$ cat src/rtl/vga_timing_gen.sv
// Raster timing source: pixel/line counters, run/stop FSM, and a two-stage
// output pipeline (coordinates one cycle ahead of active-video and sync).
module vga_timing_gen #(
    parameter int unsigned p_H_ACT    = 800,
    parameter int unsigned p_H_FP     = 56,
    parameter int unsigned p_H_SYNC   = 120,
    parameter int unsigned p_H_BP     = 64,
    parameter int unsigned p_V_ACT    = 600,
    parameter int unsigned p_V_FP     = 37,
    parameter int unsigned p_V_SYNC   = 6,
    parameter int unsigned p_V_BP     = 23,
    parameter logic        p_HS_POL   = 1'b1,
    parameter logic        p_VS_POL   = 1'b1
) (
    input  logic        VGA_CLK,
    input  logic        RST_N,
    input  logic        RUN,
    output logic        VGA_HS,
    output logic        VGA_VS,
    output logic        VGA_IF_RGBEN_1,
    output logic [10:0] CURRENT_X,
    output logic [10:0] CURRENT_Y,
    output logic        FRAME_START,
    output logic [7:0]  FRAME_CNT
);

    localparam int unsigned CW    = 11;
    localparam int unsigned H_TOT = p_H_SYNC + p_H_BP + p_H_ACT + p_H_FP;
    localparam int unsigned V_TOT = p_V_SYNC + p_V_BP + p_V_ACT + p_V_FP;

    localparam logic [CW-1:0] H_LAST    = CW'(H_TOT - 1);
    localparam logic [CW-1:0] V_LAST    = CW'(V_TOT - 1);
    localparam logic [CW-1:0] H_SYNC_E  = CW'(p_H_SYNC);
    localparam logic [CW-1:0] V_SYNC_E  = CW'(p_V_SYNC);
    localparam logic [CW-1:0] H_ACT_BEG = CW'(p_H_SYNC + p_H_BP);
    localparam logic [CW-1:0] H_ACT_END = CW'(p_H_SYNC + p_H_BP + p_H_ACT);
    localparam logic [CW-1:0] V_ACT_BEG = CW'(p_V_SYNC + p_V_BP);
    localparam logic [CW-1:0] V_ACT_END = CW'(p_V_SYNC + p_V_BP + p_V_ACT);

    localparam logic [1:0] S_IDLE  = 2'd0;
    localparam logic [1:0] S_RUN   = 2'd1;
    localparam logic [1:0] S_DRAIN = 2'd2;

    // Counters are 11 bits wide; larger rasters cannot be represented.
    if (H_TOT > 2047 || V_TOT > 2047) begin : g_size_check
        $error("vga_timing_gen: H/V total exceeds 11-bit counter range");
    end

    logic [1:0]    state, state_nxt;
    logic [CW-1:0] h_cnt, v_cnt;
    logic          live_c, h_last_c, eof_c, act_c;
    logic          hs_s1, vs_s1, en_s1;

    // Counters advance whenever not idle, and already on the IDLE->RUN cycle.
    always_comb begin
        live_c   = (state != S_IDLE) || RUN;
        h_last_c = (h_cnt == H_LAST);
        eof_c    = h_last_c && (v_cnt == V_LAST);
        act_c    = live_c
                   && (h_cnt >= H_ACT_BEG) && (h_cnt < H_ACT_END)
                   && (v_cnt >= V_ACT_BEG) && (v_cnt < V_ACT_END);
    end

    always_ff @(posedge VGA_CLK or negedge RST_N) begin
        if (!RST_N) state <= S_IDLE;
        else        state <= state_nxt;
    end

    always_comb begin
        state_nxt = state;
        case (state)
            S_IDLE:  if (RUN) state_nxt = S_RUN;
            S_RUN:   if (!RUN) state_nxt = S_DRAIN;
            S_DRAIN: begin
                if (RUN)        state_nxt = S_RUN;
                else if (eof_c) state_nxt = S_IDLE;
            end
            default: state_nxt = S_IDLE;
        endcase
    end

    always_ff @(posedge VGA_CLK or negedge RST_N) begin
        if (!RST_N) begin
            h_cnt <= '0;
            v_cnt <= '0;
        end else if (live_c) begin
            if (h_last_c) begin
                h_cnt <= '0;
                v_cnt <= (v_cnt == V_LAST) ? '0 : v_cnt + CW'(1);
            end else begin
                h_cnt <= h_cnt + CW'(1);
            end
        end else begin
            h_cnt <= '0;
            v_cnt <= '0;
        end
    end

    // Stage 1: coordinates, frame-start pulse, and sync/enable pre-registers.
    always_ff @(posedge VGA_CLK or negedge RST_N) begin
        if (!RST_N) begin
            CURRENT_X   <= '0;
            CURRENT_Y   <= '0;
            FRAME_START <= 1'b0;
            hs_s1       <= 1'b0;
            vs_s1       <= 1'b0;
            en_s1       <= 1'b0;
        end else begin
            CURRENT_X   <= act_c ? h_cnt - H_ACT_BEG : '0;
            CURRENT_Y   <= act_c ? v_cnt - V_ACT_BEG : '0;
            FRAME_START <= live_c && (h_cnt == '0) && (v_cnt == '0);
            hs_s1       <= live_c && (h_cnt < H_SYNC_E);
            vs_s1       <= live_c && (v_cnt < V_SYNC_E);
            en_s1       <= act_c;
        end
    end

    // Stage 2: sync and active-video, one cycle behind the coordinates.
    always_ff @(posedge VGA_CLK or negedge RST_N) begin
        if (!RST_N) begin
            VGA_HS         <= ~p_HS_POL;
            VGA_VS         <= ~p_VS_POL;
            VGA_IF_RGBEN_1 <= 1'b0;
        end else begin
            VGA_HS         <= hs_s1 ? p_HS_POL : ~p_HS_POL;
            VGA_VS         <= vs_s1 ? p_VS_POL : ~p_VS_POL;
            VGA_IF_RGBEN_1 <= en_s1;
        end
    end

    always_ff @(posedge VGA_CLK or negedge RST_N) begin
        if (!RST_N)                FRAME_CNT <= '0;
        else if (live_c && eof_c)  FRAME_CNT <= FRAME_CNT + 8'd1;
    end

endmodule

$ cat config.mk
export PLATFORM = sky130hd
export DESIGN_NAME = vga_timing_gen
export DESIGN_NICKNAME = d
export VERILOG_FILES = /design/src/rtl/vga_timing_gen.sv
export SDC_FILE = /design/constraint.sdc
export NUM_CORES = 1
export LEC_CHECK = 0
export BUFFER_PORTS_ARGS = -buffer_cell sky130_fd_sc_hd__buf_4
export CAP_MARGIN = 20
export CORE_MARGIN = 2
export CORE_UTILIZATION = 45
export DETAILED_ROUTE_END_ITERATION = 10
export SLEW_MARGIN = 20
export SYNTH_ARGS = -nofsm -noshare
export SYNTH_HDL_FRONTEND = slang
export SYNTH_SLANG_ARGS = --single-unit
$ cat constraint.sdc
create_clock -name VGA_CLK -period 4.5 [get_ports VGA_CLK]
set_clock_uncertainty 0.05 [all_clocks]
set_input_delay 1.125 -clock VGA_CLK [delete_from_list [all_inputs] [get_ports VGA_CLK]]
set_output_delay 1.125 -clock VGA_CLK [all_outputs]
set_load 0.02 [all_outputs]
==> summary.md, run 1 <==
| Metric | Value |
|---|---|
| Tot GR Track Use | 17.4% |
| Placed Instances | 379 |
| Post-synth EDFFs | 0 |
| Clock buffer depth | 2 |
| Detailed Route Iter0 Violations | 74 |
| Final core occ | 53.8% |
| Fin Setup TNS | 0 ns |
| Hold path start | en_s1 |
| Layout cells sized above 1 | 19.8% |
| Critical-path maximum fanout | 23 |
| DP Area | 0.00319 sq mm |
| Max-slew violations | 0 |
| Via count | 2,044 |
| Total CTS buffers | 9 |
| R2R depth | 6 |
| Async S/R FF share, synth | 100% |
| Layout Nets | 324 |
| Endpoints failing setup | 0 |
| GRT Residual Overflow | 0 |
| Setup crit end kind | flop |
| HP Class | reg -> reg |
| Seq/Total Area, Yosys | 51.5% |
| Distinct cells, synth | 46 |
| Max incr delay on CP | 0.82 ns |
| Final Wtd Congestion | 0.871 |
| Reg clk slew, reported paths | 0.07 ns |
| Diodes inserted | 0 |
| Synth Register Bits | 61 |
| CTS tree | built |
| Crit path arrival time | 2.76 ns |
| Hold path depth | 0 |
| Antenna-violating nets left | 0 |
| Pre-antenna DRT Iters | 4 |
| Tcrit/Tclk final | 56.9% |
| Crit Path Class | in -> reg |
| P_leak | 1.65 nW |
| Largest net degree at the start of global routing | 62 |
| Avg Synthesized Cell Area | 10.4 sq um |
| Number of global-route vias before repair | 2,017 |
| Final Critical Period | 2.56 ns |
| Synthesized Nets | 296 |
| Drt via density | 5.17 |
| Die footprint | 0.00725 sq mm |
| Flop-to-flop setup slack | 1.99 ns |
| Flip-flop and latch area | 0.00153 sq mm |
| DP Worst Slack | 1.57 ns |
| CORE AREA | 0.00635 sq mm |
| Wire per inst | 14.4 um |
| # DRC | 0 |
| CTS resizes | 0 |
| Root buf cell | clkbuf_8 |
| CP startpoint kind | input pin |
| DIE WIDTH | 85.1 um |
| Most common flop cell mapped by yosys | dfrtp_1 |
| Syn-to-layout area delta | 15.2% |
| Final Hold Viols | 0 |
| Multi-input logic area | 0.00126 sq mm |
| Post-Synthesis Cell Area | 0.00296 sq mm |
| RR Startpoint | h_cnt[3] |
| Overall Power | 1.22 mW |
| Port-buffer cells | 36 |
| Worst vdd rail ir drop | 0.000170 V |
| Slew @ Worst Pin | 0.742 ns |
| Chip height | 85.1 um |
| Starting density of the core | 46.7% |
| CTS Hold Bufs | 0 |
| Status | complete, no violations |
| Crit path depth | 7 |
| Top cell type's share of synthesized area | 51.5% |
| Reg2reg end | CURRENT_X[6] |
| Yosys warning total | 0 |
| Gate Count Post-Synth | 285 |
| Unrepaired setup endpoints after global routing | no |
| H-Tree Depth | 3 |
| Synth area leader | dfrtp_1 |
| Slowest stage cell, crit path | or4b_1 |
| First-pass GRT wire length | 9.89 mm |
| PD cells | 357 mW/mm^2 |
| Initial antenna violation count | 0 |
| Crit path buf inv count | 2 |
| Post-route setup slack | 1.94 ns |
| Top post-synthesis cells by area | dfrtp_1 52%, nor2_1 6.5%, xnor2_1 5.6% |
| Max-Cap Viols | 0 |
| Peak Freq | 391 MHz |
| Clk_lat worst skew | 0.33 ns |
| CP required | 4.70 ns |
| Cell breakdown of the critical path | buf_4, nor3_1, buf_4, nor3_1, o31ai_1, or4b_1, a21oi_1 |
| DP Wirelength | 4.03 mm |
| Setup Fix Bufs, Post-CTS | 0 |
| CTS Sinks | 61 |
| Post-Layout Cell Count | 395 |
| I/O pins | 37 |
| Slew headroom | 50.5% |
| Core Rows | 29 |
| Worst hold slack | 0.300 ns |
| WL final | 5.71 mm |
| Cell family with most CP delay | simple AND/OR/NAND/NOR gates |
| FILL cells | 573 |
| Hold Crit Endpoint | VGA_IF_RGBEN_1 |
| Fin area | 0.00341 sq mm |
## report_power, final
| group | switching (mW) | internal (mW) |
|---|---|---|
| Sequential | 0.0286 | 0.569 |
| Clock | 0.215 | 0.313 |
| Combinational | 0.0557 | 0.0367 |
## placed cells by master (no fill, tap or decap), types with 3 or more instances in the layout
cell type / instances
nand4_1: 12
o21ai_0: 6
nand2_1: 13
dfrtp_1: 61
ha_1: 8
nor2b_1: 3
and3_1: 9
clkbuf_8: 9
nand3_1: 10
nor3_1: 6
buf_4: 37
nor2_1: 51
or4_1: 3
inv_1: 7
a21oi_1: 8
xnor2_1: 19
xor2_1: 17
## layer usage
layer	global-route usage (%)	wire length, um
met1	25.0	2800
met2	24.6	2420
met3	4.96	389
met4	7.36	98
met5	0	0
## cell type report
type | instances | area share (%)
Inverter | 7 | 0.770
Multi-Input combinational cell | 197 | 37.1
Sequential cell | 61 | 44.7
Clock inverter | 7 | 2.86
Timing Repair Buffer | 37 | 8.14
Tap cell | 77 | 2.82
Clock buffer | 9 | 3.63
## worst max-delay path by stage
stage | startpoint | to | slack (ns)
after floorplan | RUN | CURRENT_Y[9] | 2.21
after global placement | RUN | CURRENT_X[6] | 1.63
after detailed placement | RUN | CURRENT_X[6] | 1.57
after CTS | RUN | CURRENT_X[6] | 1.92
after global routing | h_cnt[3] | CURRENT_X[6] | 1.74
final | RUN | CURRENT_X[6] | 1.94
## synth_stat cells, drive strengths merged (7+ instances only)
cell type	count
ha	8
xnor2	19
inv	7
nand2	13
buf	17
dfrtp	61
nor3	8
nor2	52
xor2	17
nand4	12
and3	9
a21oi	8
nand3	10
## worst register-to-register path: stages, from the launching register on
cell and delay, ns:
dfrtp_1 0.54, ha_1 0.34, a21oi_1 0.13, nor2b_1 0.20, o31ai_1 0.08, or4b_1 0.82
a21oi_1 0.26
## state kept, by name (all words and copies together) (netlist names)
signal,cells
VGA_IF_RGBEN_1,1
hs_s1,1
state,2
CURRENT_Y,11
VGA_HS,1
VGA_VS,1
v_cnt,11
vs_s1,1
FRAME_CNT,8
FRAME_START,1
CURRENT_X,11
h_cnt,11
en_s1,1
## logic make-up (layout without fill, tap and decap cells)
group / after synthesis / in the layout / share of synthesized area, %
AND/OR/NAND/NOR: 128 / 128 / 22.8
flip-flops: 61 / 61 / 51.5
XOR/XNOR: 36 / 36 / 10.6
buffers and inverters: 27 / 60 / 5.79
AO/OA/AOI/OAI: 24 / 24 / 5.45
adder cells (fa/ha/maj): 8 / 8 / 3.38
multiplexers: 1 / 1 / 0.380
(Power assumes the default switching activity.)
==> run 2: changes to the inputs <==
- clock period: 4.5 -> 2.41 ns (I/O delays scaled with it)
==> run 2 against run 1 <==
Combinational power grew 110%; sequential share of layout area shrank 1.0 points; largest cell class unchanged; critical path type is now reg -> reg; hold slack got worse by 0.020 ns; critical endpoint is now FRAME_CNT[1].
==> summary.md, run 2 (synthesis results as in run 1) <==
| Metric | Value |
|---|---|
| Status | complete, no violations (unchanged) |
| Total CTS buffers | 9 (unchanged) |
| Detailed Route Iter0 Violations | 108 (was 74) |
| Most common cell after layout, fill and taps aside | dfrtp_1 (unchanged) |
| Endpoints failing setup | 0 (unchanged) |
| Root buf cell | clkbuf_8 (unchanged) |
| Worst vdd rail ir drop | 0.000442 V (was 0.000170 V) |
| CP required | 2.59 ns (was 4.70 ns) |
| Diodes inserted | 0 (unchanged) |
| Setup crit end kind | flop (unchanged) |
| Largest net degree at the start of global routing | 62 (unchanged) |
| HP Class | in -> async (was reg -> reg) |
| Setup Fix Bufs, Post-CTS | 0 (unchanged) |
| Critical-path maximum fanout | 8 (was 23) |
| R2R depth | 5 (was 6) |
| Final core occ | 55.0% (was 53.8%) |
| Max-slew violations | 0 (unchanged) |
| Peak Freq | 466 MHz |
| Most frequent cells in the layout | 61 x dfrtp_1, 51 x nor2_1, 49 x buf_4 (was 61 x dfrtp_1, 51 x nor2_1, 37 x buf_4) |
| CTS Sinks | 61 (unchanged) |
| Port-buffer cells | 36 (unchanged) |
| Layout Nets | 336 (was 324) |
| CTS resizes | 0 (unchanged) |
| DP Wirelength | 4.20 mm (was 4.03 mm) |
| Flop-to-flop setup slack | 0.27 ns (was 1.99 ns) |
| Fin Setup TNS | 0 ns (unchanged) |
| PD cells | 647 mW/mm^2 (was 357 mW/mm^2) |
| Starting density of the core | 46.7% (unchanged) |
| Drt via density | 5.29 (was 5.17) |
| Initial antenna violation count | 0 (unchanged) |
| Wire per inst | 14.7 um (was 14.4 um) |
| P_leak | 1.71 nW (was 1.65 nW) |
| Pre-antenna DRT Iters | 4 (unchanged) |
| Number of global-route vias before repair | 2,044 (was 2,017) |
| # DRC | 0 (unchanged) |
| Unrepaired setup endpoints after global routing | no (unchanged) |
| CP startpoint kind | flop (was input pin) |
| Clk_lat worst skew | 0.34 ns (was 0.33 ns) |
| Syn-to-layout area delta | 17.9% (was 15.2%) |
| Tot GR Track Use | 17.9% (was 17.4%) |
| I/O pins | 37 (unchanged) |
| RR Startpoint | h_cnt[0] (was h_cnt[3]) |
| Layout cells sized above 1 | 22.4% (was 19.8%) |
| CORE AREA | 0.00635 sq mm (unchanged) |
| Crit path arrival time | 2.32 ns (was 2.76 ns) |
| DIE WIDTH | 85.1 um (unchanged) |
| Chip height | 85.1 um (unchanged) |
| Core Rows | 29 (unchanged) |
| Clock buffer depth | 2 (unchanged) |
| Final Wtd Congestion | 0.864 (was 0.871) |
| Via count | 2,152 (was 2,044) |
| Max-Cap Viols | 0 (unchanged) |
| Reg2reg end | FRAME_CNT[1] (was CURRENT_X[6]) |
| CTS tree | built (unchanged) |
| WL final | 5.99 mm (was 5.71 mm) |
| Die footprint | 0.00725 sq mm (unchanged) |
| Tcrit/Tclk final | 89.0% |
| CTS Hold Bufs | 0 (unchanged) |
| First-pass GRT wire length | 10.1 mm (was 9.89 mm) |
| GRT Residual Overflow | 0 (unchanged) |
| H-Tree Depth | 3 (unchanged) |
| Final Hold Viols | 0 (unchanged) |
| Slew @ Worst Pin | 0.754 ns (was 0.742 ns) |
| Antenna-violating nets left | 0 (unchanged) |
| Worst hold slack | 0.280 ns (was 0.300 ns) |
| FILL cells | 578 (was 573) |
| Reg clk slew, reported paths | 0.07 ns (about the same) |
| Slew headroom | 49.8% (was 50.5%) |
| Final Critical Period | 2.14 ns |
| Crit Path Class | reg -> reg (was in -> reg) |
run 2: layout make-up:
| class | count | area, sq um | area share (%) |
|---|---|---|---|
| flip-flops and latches | 61 | 1530 | 43.7 |
| multi-input cells | 197 | 1260 | 36.2 |
| repair buffers | 49 | 368 | 10.5 |
| clock buffers | 13 | 169 | 4.84 |
| well taps | 77 | 96.3 | 2.76 |
| clock inverters | 3 | 42.5 | 1.22 |
| inverters | 7 | 26.3 | 0.752 |
run 2: how the worst max path moves through the flow:
stage | from | endpoint | slack (ns)
floorplan | h_cnt[4] | CURRENT_Y[9] | 0.48
global placement | RUN | CURRENT_Y[6] | 0.30
detailed placement | RUN | CURRENT_X[8] | 0.29
CTS | h_cnt[6] | FRAME_CNT[1] | 0.30
global route | h_cnt[0] | FRAME_CNT[1] | 0.16
finish | h_cnt[0] | FRAME_CNT[1] | 0.27
run 2: per-layer routing:
layer	GRT usage [%]	wire length, um	vias up
met3	4.86	304	8
met4	7.22	102	0
met5	0	0	-
met1	25.8	2980	1045
li1	-	-	1048
met2	25.8	2600	51
run 2: critical path, cell delays in order (launching register included):
cell,delay (ns)
dfrtp_1,0.46
ha_1,0.26
nand4_1,0.23
nor3_4,0.24
and3_1,0.41
mux2_2,0.38
run 2: through the flow:
step	area (sq um)	setup WS [ns]	std cells	power, mW
3_5_place_dp	3280	0.292	391	1.32
2_1_floorplan	2960	0.482	285	1.24
4_1_cts	3490	0.297	407	2.28
5_1_grt	3490	0.157	407	2.36
3_3_place_gp	3280	0.299	391	1.32
6_report	3490	0.265	407	2.26
run 2: report_power, final:
part	leakage, nW	total [mW]	internal, mW	switching [mW]
Combinational	0.781	0.192	0.0749	0.117
Sequential	0.828	1.11	1.06	0.0464
Clock	0.106	0.958	0.561	0.397
Total	1.71	2.26	1.70	0.560
